==> src/rtl/vga_capture.sv <==
// vga_capture: receive end of the 640x400 VGA path. Registers the incoming
// sync/DE/RGB, measures active width and height, locks onto a stable frame
// geometry and, once locked, decimates H_DIV x V_DIV into RGB332 write
// strobes that fill a MAX_W x MAX_H byte frame store.
//
// Write port handshake: wr_en is a single-cycle strobe. wr_addr and wr_data
// are valid in exactly the cycles where wr_en is high. There is no back-pressure:
// the frame store must accept one write per strobe.
module vga_capture #(
  parameter int unsigned H_DIV  = 4,
  parameter int unsigned V_DIV  = 4,
  parameter int unsigned MAX_W  = 160,
  parameter int unsigned MAX_H  = 100,
  parameter int unsigned ADDR_W = 14,
  parameter bit          HS_POL = 1'b0,
  parameter bit          VS_POL = 1'b1
) (
  input  logic              pclk,
  input  logic              reset,
  input  logic              hs_in,
  input  logic              vs_in,
  input  logic              de_in,
  input  logic [7:0]        r_in,
  input  logic [7:0]        g_in,
  input  logic [7:0]        b_in,
  output logic              wr_en,
  output logic [ADDR_W-1:0] wr_addr,
  output logic [7:0]        wr_data,
  output logic              locked,
  output logic [9:0]        h_active,
  output logic [9:0]        v_active,
  output logic              frame_done,
  output logic [1:0]        dbg_state
);

  localparam int unsigned H_SH   = $clog2(H_DIV);
  localparam int unsigned V_SH   = $clog2(V_DIV);
  localparam logic [9:0]  H_MASK = 10'(H_DIV - 1);
  localparam logic [9:0]  V_MASK = 10'(V_DIV - 1);
  localparam logic [9:0]  W_LIM  = 10'(MAX_W);
  localparam logic [9:0]  H_LIM  = 10'(MAX_H);
  localparam logic [9:0]  SAT    = 10'h3ff;

  typedef enum logic [1:0] {
    SEARCH  = 2'd0,
    MEASURE = 2'd1,
    VERIFY  = 2'd2,
    LOCKED  = 2'd3
  } state_t;

  // Input stage (stage 1) and edge-detect stage (stage 2)
  logic              hs1_q, hs1_d;
  logic              vs1_q, vs1_d;
  logic              de1_q, de1_d;
  logic [2:0]        r1_q, r1_d;
  logic [2:0]        g1_q, g1_d;
  logic [1:0]        b1_q, b1_d;
  logic              vs2_q, vs2_d;
  logic              de2_q, de2_d;

  // Geometry measurement
  logic [9:0]        col_q, col_d;
  logic [9:0]        row_q, row_d;
  logic              line_valid_q, line_valid_d;
  logic [9:0]        h_active_q, h_active_d;
  logic [9:0]        v_active_q, v_active_d;
  logic [9:0]        ref_h_q, ref_h_d;
  logic [9:0]        ref_v_q, ref_v_d;

  // Lock FSM and registered outputs
  state_t            state_q, state_d;
  logic              locked_q, locked_d;
  logic              frame_done_q, frame_done_d;
  logic              wr_en_q, wr_en_d;
  logic [ADDR_W-1:0] wr_addr_q, wr_addr_d;
  logic [7:0]        wr_data_q, wr_data_d;

  // Combinational helpers
  logic              vs_act1, vs_act2, vs_edge;
  logic              de_rise, de_fall;
  logic [9:0]        cur_col;
  logic              line_ok;
  logic [9:0]        cdiv, rdiv;
  logic              geo_match;
  logic [ADDR_W-1:0] addr_calc;

  // HS carries no information this block needs; only the colour MSBs that
  // survive the RGB332 packing are registered.
  logic unused_inputs;
  assign unused_inputs = ^{hs1_q == HS_POL, r_in[4:0], g_in[4:0], b_in[5:0]};

  // Next-state logic: input stage, measurement counters, lock FSM, write port
  always_comb begin
    // edge detection between stage 1 and stage 2
    vs_act1 = (vs1_q == VS_POL);
    vs_act2 = (vs2_q == VS_POL);
    vs_edge = vs_act1 & ~vs_act2;
    de_rise = de1_q & ~de2_q;
    de_fall = ~de1_q & de2_q;

    // column index of the pixel now in stage 1; a new line starts at 0
    cur_col = de_rise ? 10'd0 : col_q;
    // a line opened while VS is active is ignored for its whole length
    line_ok = de_rise ? ~vs_act1 : line_valid_q;
    cdiv    = cur_col >> H_SH;
    rdiv    = row_q >> V_SH;
    // row_q is the line count of the frame that is just ending
    geo_match = (h_active_q == ref_h_q) && (row_q == ref_v_q);
    // (row/V_DIV)*160 as x128 + x32; only MAX_W = 160 is supported
    addr_calc = (ADDR_W'(rdiv) << 7) + (ADDR_W'(rdiv) << 5) + ADDR_W'(cdiv);

    hs1_d = hs_in;
    vs1_d = vs_in;
    de1_d = de_in;
    r1_d  = r_in[7:5];
    g1_d  = g_in[7:5];
    b1_d  = b_in[7:6];
    vs2_d = vs1_q;
    de2_d = de1_q;

    col_d        = col_q;
    row_d        = row_q;
    line_valid_d = line_valid_q;
    h_active_d   = h_active_q;
    v_active_d   = v_active_q;
    ref_h_d      = ref_h_q;
    ref_v_d      = ref_v_q;
    state_d      = state_q;
    frame_done_d = 1'b0;

    // pixel counter, saturating
    if (de1_q) begin
      col_d = (cur_col == SAT) ? SAT : cur_col + 10'd1;
    end

    // a VS assertion terminates any open line
    if (de_rise) begin
      line_valid_d = ~vs_act1;
    end else if (vs_edge) begin
      line_valid_d = 1'b0;
    end

    // completed line: record width and advance the line counter
    if (de_fall && line_valid_q && !vs_edge) begin
      h_active_d = col_q;
      if (row_q != SAT) begin
        row_d = row_q + 10'd1;
      end
    end

    // frame boundary: record height and step the lock FSM
    if (vs_edge) begin
      row_d      = 10'd0;
      v_active_d = row_q;
      case (state_q)
        SEARCH:  state_d = MEASURE;
        MEASURE: begin
          if ((h_active_q != 10'd0) && (row_q != 10'd0)) begin
            ref_h_d = h_active_q;
            ref_v_d = row_q;
            state_d = VERIFY;
          end
        end
        VERIFY:  state_d = geo_match ? LOCKED : MEASURE;
        LOCKED: begin
          if (geo_match) begin
            frame_done_d = 1'b1;
          end else begin
            state_d = MEASURE;
          end
        end
        default: state_d = SEARCH;
      endcase
    end

    locked_d = (state_d == LOCKED);

    // store one pixel per H_DIV x V_DIV block inside the frame-store window
    wr_en_d = de1_q && line_ok && !vs_act1 &&
              ((cur_col & H_MASK) == 10'd0) &&
              ((row_q & V_MASK) == 10'd0) &&
              (cdiv < W_LIM) && (rdiv < H_LIM) &&
              (state_q == LOCKED);
    wr_addr_d = wr_addr_q;
    wr_data_d = wr_data_q;
    if (wr_en_d) begin
      wr_addr_d = addr_calc;
      wr_data_d = {r1_q, g1_q, b1_q};
    end
  end

  // State registers; reset clears everything and returns the FSM to SEARCH
  always_ff @(posedge pclk or posedge reset) begin
    if (reset) begin
      hs1_q        <= 1'b0;
      vs1_q        <= 1'b0;
      de1_q        <= 1'b0;
      r1_q         <= '0;
      g1_q         <= '0;
      b1_q         <= '0;
      vs2_q        <= 1'b0;
      de2_q        <= 1'b0;
      col_q        <= '0;
      row_q        <= '0;
      line_valid_q <= 1'b0;
      h_active_q   <= '0;
      v_active_q   <= '0;
      ref_h_q      <= '0;
      ref_v_q      <= '0;
      state_q      <= SEARCH;
      locked_q     <= 1'b0;
      frame_done_q <= 1'b0;
      wr_en_q      <= 1'b0;
      wr_addr_q    <= '0;
      wr_data_q    <= '0;
    end else begin
      hs1_q        <= hs1_d;
      vs1_q        <= vs1_d;
      de1_q        <= de1_d;
      r1_q         <= r1_d;
      g1_q         <= g1_d;
      b1_q         <= b1_d;
      vs2_q        <= vs2_d;
      de2_q        <= de2_d;
      col_q        <= col_d;
      row_q        <= row_d;
      line_valid_q <= line_valid_d;
      h_active_q   <= h_active_d;
      v_active_q   <= v_active_d;
      ref_h_q      <= ref_h_d;
      ref_v_q      <= ref_v_d;
      state_q      <= state_d;
      locked_q     <= locked_d;
      frame_done_q <= frame_done_d;
      wr_en_q      <= wr_en_d;
      wr_addr_q    <= wr_addr_d;
      wr_data_q    <= wr_data_d;
    end
  end

  assign wr_en      = wr_en_q;
  assign wr_addr    = wr_addr_q;
  assign wr_data    = wr_data_q;
  assign locked     = locked_q;
  assign h_active   = h_active_q;
  assign v_active   = v_active_q;
  assign frame_done = frame_done_q;
  assign dbg_state  = state_q;

endmodule

==> config.mk <==
export PLATFORM = sky130hd
export DESIGN_NAME = vga_capture
export DESIGN_NICKNAME = d
export VERILOG_FILES = /design/src/rtl/vga_capture.sv
export SDC_FILE = /design/constraint.sdc
export NUM_CORES = 1
export LEC_CHECK = 0
export ABC_AREA = 1
export CAP_MARGIN = 20
export CORE_MARGIN = 10
export CORE_UTILIZATION = 30
export DETAILED_ROUTE_END_ITERATION = 6
export PLACE_DENSITY = 0.47
export SKIP_CTS_REPAIR_TIMING = 1
export SYNTH_ARGS = -nofsm -noshare
export SYNTH_HDL_FRONTEND = slang
export SYNTH_SLANG_ARGS = --single-unit
==> constraint.sdc <==
create_clock -name pclk -period 9.5 [get_ports pclk]
set_input_delay 1.9 -clock pclk [delete_from_list [all_inputs] [get_ports pclk]]
set_output_delay 1.9 -clock pclk [all_outputs]
set_load 0.01 [all_outputs]
# Word level (Yosys, flattened, before mapping)
# Cells that the tools add are included.
totals:
  regBits: 100
  output_inout_bits: 47
classes:
  addsub: 4
  magnitude_cmp: 2
  n_eq_ne: 8
  muxes: 16
  n_bitwise: 7
  n_reduce_logical: 23
op_table:
  columns: ["cell", "n"]
  rows:
  - ["10-bit 2-to-1 mux", 5]
  - ["10-bit by 1-bit adder with 10-bit output, second input constant", 2]
  - ["10-bit equality test", 2]
  - ["10-bit zero test", 2]
  - ["10-bit nonzero test", 2]
  - ["14-bit by 13-bit adder with 14-bit output", 1]
  - ["14-bit by 8-bit adder with 14-bit output", 1]
  - ["1-bit logical AND", 11]
  - ["10-bit equality test, second input constant", 1]
  - ["10-bit inequality test, second input constant", 1]
  - ["8-bit by 7-bit < comparator with 1-bit output, second input constant", 1]
  - ["8-bit < comparator, second input constant", 1]
  - ["2-bit 2-to-1 mux", 4]
  - ["2-bit case mux with 4 select lines", 1]
  - ["2-bit equality test, second input constant", 3]
  - ["1-bit 2-to-1 mux", 6]
  - ["2-bit nonzero test", 3]
  - ["1-bit NOT", 4]
  - ["1-bit AND", 3]
  - ["3-bit AND reduction", 1]
  - ["2-bit by 1-bit equality test with 1-bit output, second input constant", 1]
  - ["1-bit zero test", 2]
  - ["2-bit zero test", 1]
  - ["2-bit AND reduction", 1]

# Longest topological paths before layout
# Gate-level depths: netlist (run 1).
logic_depth:
  depth_word: 10
  mapped_depth: 13

# Worst setup path before layout (run 1)
# No wires, ideal clock.
synth_path:
  path_kind: "reg-to-output"
  start: "reg h_active_q[0], in the netlist h_active[0]"
  end: "out h_active[0]"
  arrival_time_ps: 412
  path_slack_ps: 7188
  stages_incl_launch_ff: 1
  path_buffers: 0
  path_cell_list: "dfrtp_1"
synth_lines:
  columns: ["element", "line_no", "source"]
  rows:
  - ["from (decl)", "65", "logic [9:0] h_active_q, h_active_d;"]
  - ["from (signal assigned)", "228", "h_active_q <= h_active_d;"]
  - ["to (decl)", "30", "output logic [9:0] h_active,"]
# No word-level cell between the ends.

# Worst setup path in the final report (run 1)
layout_path:
  start: "reg h_active_q[0], in the netlist h_active[0]"
  end: "out h_active[0]"
# No word-level cell between the ends.

==> results of run 1 <==
-- per-stage QoR --
stage          std cells  utilization, %  power [mW]  setup slack (ns)  hold WS, ns
2_1_floorplan        595               -       0.738              4.98        0.369
3_3_place_gp         856            35.7       0.879              5.92        0.385
3_5_place_dp         856            35.7       0.885              5.91        0.392
4_1_cts              872            37.9        1.32              6.18        0.408
5_1_grt              872            37.9        1.38              6.12        0.440
6_report             872            37.9        1.29              6.22        0.403
-- registers in the layout, summed over array words and instances, names as in the netlist, 3 cells and up --
| name | count |
|---|---|
| wr_addr | 14 |
| col_q | 10 |
| h_active | 10 |
| ref_h_q | 10 |
| ref_v_q | 10 |
| row_q | 10 |
| v_active | 10 |
| wr_data | 8 |
| g1_q | 3 |
| r1_q | 3 |
-- cells in the mapped netlist --
cell type / instances / share of area, %
and2_1: 1 / 0.13
inv_1: 69 / 5.3
a21o_1: 2 / 0.31
nor4_1: 1 / 0.13
o21ai_0: 45 / 4.6
clkbuf_2: 1 / 0.10
fa_1: 2 / 0.82
a22oi_1: 1 / 0.15
o21a_1: 1 / 0.15
inv_2: 7 / 0.54
xor2_1: 11 / 2.0
nand3_1: 16 / 1.6
ha_1: 18 / 4.6
o211ai_1: 1 / 0.15
nor2_1: 51 / 3.9
or2_2: 1 / 0.13
clkinv_1: 1 / 0.077
nor3b_2: 1 / 0.26
a21oi_2: 1 / 0.18
nor2_4: 4 / 0.92
o21ai_1: 18 / 1.8
nor3_1: 6 / 0.62
clkbuf_1: 7 / 0.54
a31oi_1: 1 / 0.13
dfrtp_1: 100 / 51
nand2_1: 183 / 14
buf_2: 6 / 0.62
nand4_1: 11 / 1.4
nor3_2: 1 / 0.21
xnor2_1: 2 / 0.36
a21oi_1: 18 / 1.8
nor2_2: 2 / 0.26
nand2_2: 5 / 0.64
-- path summary, 6_finish.rpt --
| path | from | to | depth (start not counted) |
|---|---|---|---|
| setup / recovery | h_active[0] | h_active[0] | 1 |
| hold / removal | vs1_q | vs2_q | 0 |
| setup reg to reg | de1_q | wr_addr[12] | 11 |
| hold reg to reg | vs1_q | vs2_q | 0 |
| max in group asynchronous | reset | v_active[9] | 3 |
| min in group asynchronous | reset | wr_addr[1] | 2 |
-- cells by family (layout without fill, tap and decap cells) --
group                      count (synthesis)  count (layout)  share of synthesized area, %
and+or+nand+nor                          283             283                          24.3
DFF                                      100             100                          51.3
adders and majority gates                 20              20                          5.44
AOI/OAI and AO/OA                         88              88                          9.39
buffers and inverters                     91             152                          7.18
xor gates and xnor gates                  13              13                          2.33
-- power breakdown --
group | internal (mW) | switching (mW)
sequential | 0.499 | 0.0634
combinational | 0.142 | 0.167
clock | 0.257 | 0.162
total | 0.898 | 0.393
-- cell type report --
type                       instances  area share [%]
sequential                       100            41.6
timing repair buffer              59            9.78
tap                              216            4.49
multi-input combinational        404            33.7
clock inverter                     7            1.89
inverter                          77            4.85
clock buffer                       9            3.74
-- cell usage in the layout (no fill, tap or decap), types with 2 or more instances in the layout --
| master | n |
|---|---|
| nand2_1 | 183 |
| dfrtp_1 | 100 |
| inv_1 | 68 |
| clkdlybuf4s50_1 | 58 |
| nor2_1 | 51 |
| o21ai_0 | 45 |
| a21oi_1 | 18 |
| o21ai_1 | 18 |
| ha_1 | 18 |
| nand3_1 | 16 |
| nand4_1 | 11 |
| xor2_1 | 11 |
| clkbuf_16 | 9 |
| inv_2 | 7 |
| nor3_1 | 6 |
| nand2_2 | 5 |
| nor2_4 | 4 |
| bufinv_16 | 3 |
| clkinv_2 | 3 |
| nor2_2 | 2 |
| xnor2_1 | 2 |
| a21o_1 | 2 |
| fa_1 | 2 |
-- routing by layer --
layer / vias up / GRT usage, % / share of wire (%)
met5: - / 0 / 0
met2: 74 / 16.1 / 42
met1: 1742 / 14.4 / 49
li1: 1982 / - / -
met3: 10 / 4.91 / 7.8
met4: 0 / 3.72 / 1.7
==> reports/metrics.csv, run 1 <==
metric,value,unit
outcome,"finished, final reports clean",
clock_tree.buffer_depth,2,
crit_path_time_final,3.28,ns
worst-endpoint-arrival,1.38,ns
setup.worst_path.end_class,output pin,
crit_family,buffers and inverters,
crit_path_max_incr_delay,0.58,ns
design.core.area,15900,sq um
grt_overflow,0,
crit_path_top_delay_cell,clkdlybuf4s50_1,
cts_tree,done,
finalInstanceArea,6020,sq um
grt_max_degree,52,
cp.required,7.60,ns
ys.warnings.count,0,
cts_made_buffers,9,
clock_skew,0.00901,ns
tightestPinTransition,0.671,ns
place_area,5680,sq um
route.antenna.remaining_nets,0,
vias_in_the_first_global_route,3764,
initial_utilization,30.7,%
power_per_standard_cell_area,215,nW/um^2
drt-initial-drc-count,220,
multi_input_gate_area_in_the_final_layout,2020,sq um
setup.worst_path.class,flop to output pin,
die_h,148,microns
ioPinCount,76,
worst_min_delay_path_class,flop to flop,
clk_pin_slew_worst_paths,0.07,ns
globalRouteTotalUtil,11.1,%
latest_clock_arrival_within_the_worst_skew_pair,0.35,ns
setup_viol,0,
cts_num_sinks,100,
cellLeakagePower,2.92,nW
port-buffer-count,58,
num_vias,3808,
cts.htree.levels,3,
drv_cap,0,
number_of_standard_cell_rows_in_the_floorplan,46,
fill_cells,1662,
die-area,21800,sq um
setup_tns,0,ns
grt_antenna_before_repair,0,
postSynthNetCount,644,
antenna-diode-count,0,
cp-start-kind,flop,
cts_root_buf,clkbuf_16,
ff_latch_area,2500,sq um
first_pass_iters,6,
post_route_cells_drive_above_1_share,6.10,%
global_route_wire_length_before_repair,19700,microns
timing.critical_path.buf_inv,1,
routed_via_density,4.37,
min_period_over_period,34.5,%
finish.net_count,700,
crit_chain,clkdlybuf4s50_1,
detailed_place_hpwl,8470,microns
synth_area,4880,sq um
hold_viol,0,
post_synth_num_cell_types,33,
unrepaired_setup_endpoints_after_global_routing,false,
part_of_the_yosys_area_used_for_sequential_elements,51.3,%
timing.reg2reg.setup_slack,6.58,ns
gp_routability_congestion,0.840,
syn-instance-count,595,
die_w,148,microns
area_growth_syn_to_layout,23.3,%
synth-seq-cells,100,
relSlewSlack,55.1,%
path_max_fanout,5,
peakVddDrop,120,uV
wl_per_cell,13.4,microns
wl,11700,microns
maxSlewViolCount,0,
number_of_remaining_drc_errors,0,
postSynthAreaPerCell,8.20,sq um
clock.fmax,305,MHz
No activity file was read; power rests on OpenSTA's default activity.
==> run 2, diff against run 1 <==
--- a/config.mk
+++ b/config.mk
@@ -10,7 +10,7 @@
 export CORE_MARGIN = 10
 export CORE_UTILIZATION = 30
 export DETAILED_ROUTE_END_ITERATION = 6
-export PLACE_DENSITY = 0.47
+export PLACE_DENSITY = 0.48
 export SKIP_CTS_REPAIR_TIMING = 1
 export SYNTH_ARGS = -nofsm -noshare
 export SYNTH_HDL_FRONTEND = slang
==> constraint.sdc (replaced) <==
create_clock -name pclk -period 2.7 [get_ports pclk]
set_input_delay 0.54 -clock pclk [delete_from_list [all_inputs] [get_ports pclk]]
set_output_delay 0.54 -clock pclk [all_outputs]
set_load 0.01 [all_outputs]
==> run 2 against run 1 <==
  * Hold slack better by 0.033 ns
  * Die area stayed put
  * Combinational power rose to 3.6 times the previous value
  * Clock skew fell by 0.00064 ns
  * Register-to-register slack got worse by 6.3 ns
  * Critical path depth grew 11
  * First-iteration DRC count rose by 84%
  * Largest cell class unchanged
==> reports/metrics.csv, run 2 (synthesis results as in run 1) <==
metric,value,unit
outcome,"finished, final reports clean",
grt_overflow,0,
clock.fmax,408,MHz
crit_path_time_final,2.45,ns
worst-r2r-cell-count,12,
sw_frac_of_total,31.8,%
antenna-diode-count,0,
cp.required,2.94,ns
post_route_cells_drive_above_1_share,6.35,%
path_max_fanout,7,
vias_in_the_first_global_route,3885,
gp_routability_congestion,0.852,
global_route_wire_length_before_repair,20100,microns
cellLeakagePower,2.92,nW
num_vias,3882,
finish.net_count,705,
min_period_over_period,90.7,%
fin_cells,877,
regToRegStartpoint,de1_q,
setup_tns,0,ns
power.sequential.fraction,45.5,%
drt-initial-drc-count,404,
first_pass_iters,4,
initial_utilization,30.7,%
die_h,148,microns
clock_tree.buffer_depth,2,
relSlewSlack,62.2,%
number_of_standard_cell_rows_in_the_floorplan,46,
setup.worst_path.end_class,flop,
clk_pin_slew_worst_paths,0.07,ns
cts_root_buf,clkbuf_16,
routed_via_density,4.43,
drv_cap,0,
grt_antenna_before_repair,0,
unrepaired_setup_endpoints_after_global_routing,false,
dp.cells,861,
cellInternalPower,2.96,mW
setup_viol,0,
port-buffer-count,58,
maxSlewViolCount,0,
die-area,21800,sq um
worst-endpoint-arrival,2.69,ns
cts_num_sinks,100,
globalRouteTotalUtil,11.3,%
ioPinCount,76,
cts.htree.levels,3,
setup.worst_path.class,flop to flop,
finalInstanceArea,6010,sq um
clkPwrFrac,29.1,%
detailed_place_hpwl,8530,microns
wl_per_cell,13.5,microns
power_per_standard_cell_area,723,nW/um^2
tightestPinTransition,0.566,ns
finalPower,4.35,mW
grt_max_degree,101,
netSwitchingPower,1.38,mW
worstReg2RegEnd,wr_addr[12],
hold_path_startpoint,b1_q[0],
cts_tree,done,
route.antenna.remaining_nets,0,
worstSetupStartpoint,de1_q,
number_of_remaining_drc_errors,0,
area_growth_syn_to_layout,23.2,%
holdPathStages,2,
whs_endpoint,wr_data[0],
die_w,148,microns
timing.reg2reg.setup_slack,0.25,ns
power.share.combinational,25.4,%
cts_made_buffers,9,
fill_cells,1643,
largest_register_ff_count,14,
clock_skew,0.00838,ns
worst_min_delay_path_class,flop to flop,
peakVddDrop,303,uV
most_common_cell_after_layout_fill_and_taps_aside,nand2_1,
latest_clock_arrival_within_the_worst_skew_pair,0.35,ns
design.core.area,15900,sq um
final_core_utilization,37.8,%
cp-start-kind,flop,
most-common-layout-cells,"183 x nand2_1, 100 x dfrtp_1, 68 x inv_1",
place_area,5730,sq um
hold_viol,0,
wl,11900,microns
## run 2: cell count changes in the layout (fill, tap and decap cells not counted), sizes merged
cell      change
clkinvlp      +1
clkbuf        +6
clkinv        -2
bufinv        -3
inv           -2
buf           +5
## run 2: final cells by class
class                           instances  area (sq um)  area share [%]
Clock buffer                           15           278            4.62
Clock inverter                          1          5.00          0.0833
Inverter                               77           293            4.87
Multi-Input combinational cell        404          2020            33.7
Sequential cell                       100          2500            41.6
Tap cell                              216           270            4.50
Timing Repair Buffer                   64           638            10.6
## run 2: worst max path at each step
stage	to	slack, ns	depth (start not counted)
after CTS	wr_addr[12]	0.23	12
final	wr_addr[12]	0.25	12
after floorplan	wr_addr[12]	0.49	12
after global routing	wr_addr[12]	0.03	12
after global placement	wr_addr[12]	0.30	12
after detailed placement	wr_addr[12]	0.25	12
## run 2: per-layer routing
metal / vias up / part of all wire [%] / global-route usage (%)
li1: 1990 / - / -
met1: 1810 / 49 / 15.0
met2: 68 / 42 / 16.2
met3: 14 / 7.0 / 4.18
met4: 0 / 1.9 / 4.96
met5: - / 0 / 0
## run 2: through the flow
| step | hold slack, ns | setup WS [ns] |
|---|---|---|
| 5_1_grt | 0.460 | 0.0317 |
| 4_1_cts | 0.434 | 0.235 |
| 3_5_place_dp | 0.417 | 0.254 |
| 6_report | 0.437 | 0.251 |
| 3_3_place_gp | 0.416 | 0.297 |
| 2_1_floorplan | 0.369 | 0.492 |
## run 2: critical path: stages (launching register included)
cell and delay (ns):
dfrtp_1 0.46, inv_2 0.09, nor2_4 0.23, nor2_1 0.12, ha_1 0.29, ha_1 0.16, inv_1 0.06, fa_1 0.39
inv_1 0.09, nand4_1 0.10, o211ai_1 0.12, and2_1 0.16, o21ai_1 0.06
## run 2: power groups by stage
stage,Combinational (mW),Clock (mW),Sequential [mW]
final,1.10,1.27,1.98
after global routing,1.27,1.37,2.02
after CTS,1.13,1.30,1.98
after detailed placement,1.13,0,2.00
after global placement,1.11,0,1.99
after floorplan,0.584,0,2.01
